--- src/rtl/irq_dispatch.sv ---
// irq_dispatch: registers the tree winner, offers it to the core over valid/ready and tracks nesting levels.
// Define NCLIC_NEST_EN for a StackDepth-deep preemption stack; otherwise a single active handler.
module irq_dispatch #(
  parameter int Width = 8,
  parameter int PrioWidth = 8,
  parameter int StackDepth = 4,
  parameter int IdxWidth = $clog2(Width)
) (
  input  logic                               clk,
  input  logic                               reset,
  input  logic [Width-1:0][PrioWidth-1:0]    prio,
  input  logic [IdxWidth-1:0]                win_idx,
  output logic                               irq_valid,
  output logic [IdxWidth-1:0]                irq_id,
  output logic [PrioWidth-1:0]               irq_prio,
  input  logic                               irq_ready,
  input  logic                               complete,
  output logic                               clr_valid,
  output logic [IdxWidth-1:0]                clr_id,
  output logic [PrioWidth-1:0]               level,
  output logic [$clog2(StackDepth+1)-1:0]    depth,
  output logic                               err_underflow
);
  localparam int DepthW = $clog2(StackDepth + 1);
`ifdef NCLIC_NEST_EN
  localparam int Eff = StackDepth;
`else
  localparam int Eff = 1;
`endif
  typedef enum logic [1:0] {IDLE, OFFER, SETTLE1, SETTLE2} state_t;
  state_t state, state_d;
  logic [IdxWidth-1:0] cand_id;
  logic [PrioWidth-1:0] cand_prio;
  logic [PrioWidth-1:0] stk [Eff];
  logic full, eligible, load, accept, pop;
  logic [DepthW-1:0] wr;
  always_comb begin
    level = '0;
    for (int i = 0; i < Eff; i++) level = (depth == DepthW'(i + 1)) ? stk[i] : level;
  end
  assign full = depth == DepthW'(Eff);
  assign eligible = cand_prio != '0 && cand_prio > level && !full;
  assign pop = complete && depth != '0;
  // a pop in the same cycle frees the slot the push lands in
  assign accept = state == OFFER && irq_ready && (!full || pop);
  assign wr = depth - DepthW'(pop);
  assign irq_valid = state == OFFER;
  assign clr_valid = state == SETTLE1;
  assign clr_id = irq_id;
  always_comb begin
    load = state == IDLE && eligible;
    state_d = state == IDLE    ? (eligible ? OFFER : IDLE) :
              state == OFFER   ? (accept ? SETTLE1 : OFFER) :
              state == SETTLE1 ? SETTLE2 : IDLE;
  end
  always_ff @(posedge clk or posedge reset) begin
    if (reset) begin
      state <= IDLE;
      cand_id <= '0;
      cand_prio <= '0;
      irq_id <= '0;
      irq_prio <= '0;
      depth <= '0;
      err_underflow <= 1'b0;
      for (int i = 0; i < Eff; i++) stk[i] <= '0;
    end else begin
      state <= state_d;
      if (state != OFFER) begin
        cand_id <= win_idx;
        cand_prio <= prio[win_idx];
      end
      if (load) begin
        irq_id <= cand_id;
        irq_prio <= cand_prio;
      end
      if (complete && depth == '0) err_underflow <= 1'b1;
      if (accept)
        for (int i = 0; i < Eff; i++) if (wr == DepthW'(i)) stk[i] <= irq_prio;
      depth <= depth + DepthW'(accept) - DepthW'(pop);
    end
  end
endmodule

--- config.mk ---
export PLATFORM = sky130hd
export DESIGN_NAME = irq_dispatch
export DESIGN_NICKNAME = d
export VERILOG_FILES = /design/src/rtl/irq_dispatch.sv
export SDC_FILE = /design/constraint.sdc
export NUM_CORES = 1
export LEC_CHECK = 0
export CORE_MARGIN = 4
export CORE_UTILIZATION = 46
export CTS_CLUSTER_SIZE = 40
export DETAILED_ROUTE_END_ITERATION = 10
export PLACE_DENSITY = 0.88
export SLEW_MARGIN = 20
export SYNTH_ARGS = -nofsm -noshare
export SYNTH_HDL_FRONTEND = slang
export SYNTH_SLANG_ARGS = --single-unit
export TNS_END_PERCENT = 5
--- constraint.sdc ---
create_clock -name clk -period 8.3 [get_ports clk]
set_clock_uncertainty 0.2 [all_clocks]
set_input_delay 2.49 -clock clk [delete_from_list [all_inputs] [get_ports clk]]
set_output_delay 2.49 -clock clk [all_outputs]
set_load 0.02 [all_outputs]
==> impl_metrics.csv <==
group,metric,value,unit
outcome,status,"completed",
hold_path,hold_path_depth,1,
timing,rsz0062_at_grt,"false",
route,drtIter0Drc,63,
yosys,yosysSeqAreaShare,0.3989,
floorplan,die_area,6095,µm²
yosys,ys_dominant_reg_cell,"dfrtp_1",
yosys,avgSynthCellArea,13.05,µm²
clocking,cts_buffer_depth,2,
route,wl_per_cell,15.67,µm
power_and_ir_drop,power,0.001028,W
layout,layout_commonest_cell,"clkdlybuf4s50_1",
layout,drive_gt1_frac,0.2007,
placed_design,gp_congestion,0.7374,
layout,final_cell_count_no_fill,336,
layout,syn2layout_area_growth,48.25,%
setup_path,crit_required,5610,ps
yosys,ys_types,34,
setup_path,arrival,2130,ps
floorplan,die_height,78.07,µm
yosys,yosys_warnings,0,
global_routing,grt_pass1_vias,1962,
placed_design,post-place-cells,329,
timing,worst_slew_margin_rel,0.3587,
global_routing,grt_pass1_wl,9018,µm
run,maxCapViolCount,0,
global_routing,grt_max_degree,37,
route,num_vias,1740,
power_and_ir_drop,power_leakage,1.457,nW
timing,hold_viol_final,0,
layout,fin_nets,352,
power_and_ir_drop,ir_drop,0.0001060,V
layout,final_cell_mix,"clkdlybuf4s50_1 (97), dfrtp_1 (36), nand2_1 (18), mux4_2 (16), inv_1 (14)",
timing,setup_violations,0,
floorplan,rows,25,
timing,final_max_slew_viol_count,0,
setup_path,path_class,"register to output pin",
floorplan,ios,99,
timing,finalCritPeriodShare,0.5804,
setup_path,start_kind,"register",
route,ant_nets,0,
clocking,cts_resized,0,
placed_design,dpl.hpwl,4410,µm
setup_path,r2r_cells,8,
clocking,root_buffer,"clkbuf_8",
yosys,ys_seq_elements,36,
layout,n_antenna_cell,0,
route,drtPass1Iterations,4,
setup_path,cpPeakStageDelay,590,ps
clocking,tritoncts,"built",
yosys,synth-edff-count,0,
global_routing,overflow,0,
floorplan,start_util,0.4750,
floorplan,coreArea,4755,µm²
global_routing,grt_usage,0.1893,
clocking,path_clk_slew,60,ps
route,wl,5265,µm
clocking,cts_sinks,36,
clocking,numCtsBuffers,5,
setup_path,slowest_stage,"clkdlybuf4s50_1",
yosys,ys_async_sr_fraction,1.000,
yosys,netlist_instances,173,
power_and_ir_drop,power_density,306.9,nW/µm²
global_routing,antenna_found_initial,0,
clocking,post_cts_buffers,0,
placed_design,place.port_buffers,98,
timing,fmax,207.6,MHz
hold_path,hold_path_class,"register to register",
clocking,cts_hold_buffers,0,
route,drc,0,
clocking,cts_max_level,2,
clocking,clock_latency,290,ps
timing,worst_pin_slew,962.0,ps
timing,whs,274.3,ps
timing,timing.final.crit_period,4817,ps
route,viasPerCell,5.179,
setup_path,cp_max_fo,9,
setup_path,path_cells,"nor3_4 -> nand2_1 -> inv_1 -> clkdlybuf4s50_1",
timing,finalSetupTns,0,ps
setup_path,cp-end-kind,"output pin",
yosys,syn-num-nets,256,
floorplan,die_width,78.07,µm
yosys,syn_area,2258,µm²
==> path summary, 6_finish.rpt <==
| kind | start | to | slack (ps) |
|---|---|---|---|
| hold / removal | err_underflow | err_underflow | 270 |
| min in group asynchronous | reset | irq_prio[3] | 2410 |
| setup reg to reg | depth[1] | irq_prio[4] | 4900 |
| setup / recovery | depth[1] | level[1] | 3480 |
| hold reg to reg | err_underflow | err_underflow | 270 |
| max in group asynchronous | reset | state[1] | 5180 |
==> area by class of cell <==
type	count	area, µm²
Clock inverter	1	5.005
Fill cell	366	1406
Inverter	14	52.55
Clock buffer	6	72.57
Tap cell	67	83.83
Multi-Input combinational cell	112	1242
Timing Repair Buffer	100	991.0
Sequential cell	36	900.9
==> where the power goes <==
part           internal (W)  switching (W)
Combinational      0.000312       0.000255
Clock             0.0000569      0.0000564
Sequential         0.000263      0.0000853
Total              0.000631       0.000396
==> kinds of logic after synthesis <==
| family | Yosys count | synth area share |
|---|---|---|
| and+or+nand+nor | 32 | 0.08310 |
| AOI/OAI and AO/OA | 19 | 0.06593 |
| xor gates and xnor gates | 3 | 0.01164 |
| buffers and inverters | 25 | 0.05097 |
| muxes | 46 | 0.3197 |
| adders and majority gates | 12 | 0.06981 |
| DFF | 36 | 0.3989 |
==> through the flow <==
step	area, µm²	setup slack (ps)	util
finish	3348	3483	0.7042
detailed placement	3276	3345	0.6889
global placement	3276	3397	0.6889
global route	3348	3338	0.7042
CTS	3353	3468	0.7053
floorplan	2258	4164	-
==> layer usage <==
| metal | GRT usage | up-vias | wire length, µm |
|---|---|---|---|
| li1 | - | 820 | - |
| met1 | 0.2015 | 828 | 1997 |
| met2 | 0.3510 | 81 | 2746 |
| met3 | 0.07110 | 11 | 464 |
| met4 | 0.04720 | 0 | 57 |
| met5 | 0 | - | 0 |
==> worst max-delay path, delay by kind of cell (launching register included) <==
kind / cells / cell delay [ps]
AND/OR/NAND/NOR: 2 / 670
flip-flops: 1 / 500
buffers and inverters: 2 / 670
==> registers in the layout, summed over array words and instances (netlist names) <==
register,flops
stk,8
cand_prio,8
clr_id,3
depth,3
state,2
cand_id,3
err_underflow,1
irq_prio,8
==> Yosys cell counts (2+ instances only) <==
| master | count | area [µm²] |
|---|---|---|
| mux4_2 | 16 | 360.4 |
| dfrtp_1 | 36 | 900.9 |
| a21oi_1 | 4 | 20.02 |
| clkbuf_1 | 3 | 11.26 |
| nand2_1 | 18 | 67.56 |
| nor2b_1 | 2 | 12.51 |
| mux2_4 | 9 | 135.1 |
| mux2i_1 | 8 | 80.08 |
| ha_1 | 11 | 137.6 |
| mux2_2 | 13 | 146.4 |
| nand4_1 | 2 | 12.51 |
| nor4_1 | 2 | 12.51 |
| buf_4 | 3 | 22.52 |
| o21ai_0 | 10 | 50.05 |
| inv_1 | 14 | 52.55 |
| xor2_1 | 2 | 17.52 |
| buf_1 | 2 | 7.510 |
| buf_2 | 2 | 10.01 |
Power figures use the tool's default switching activity.
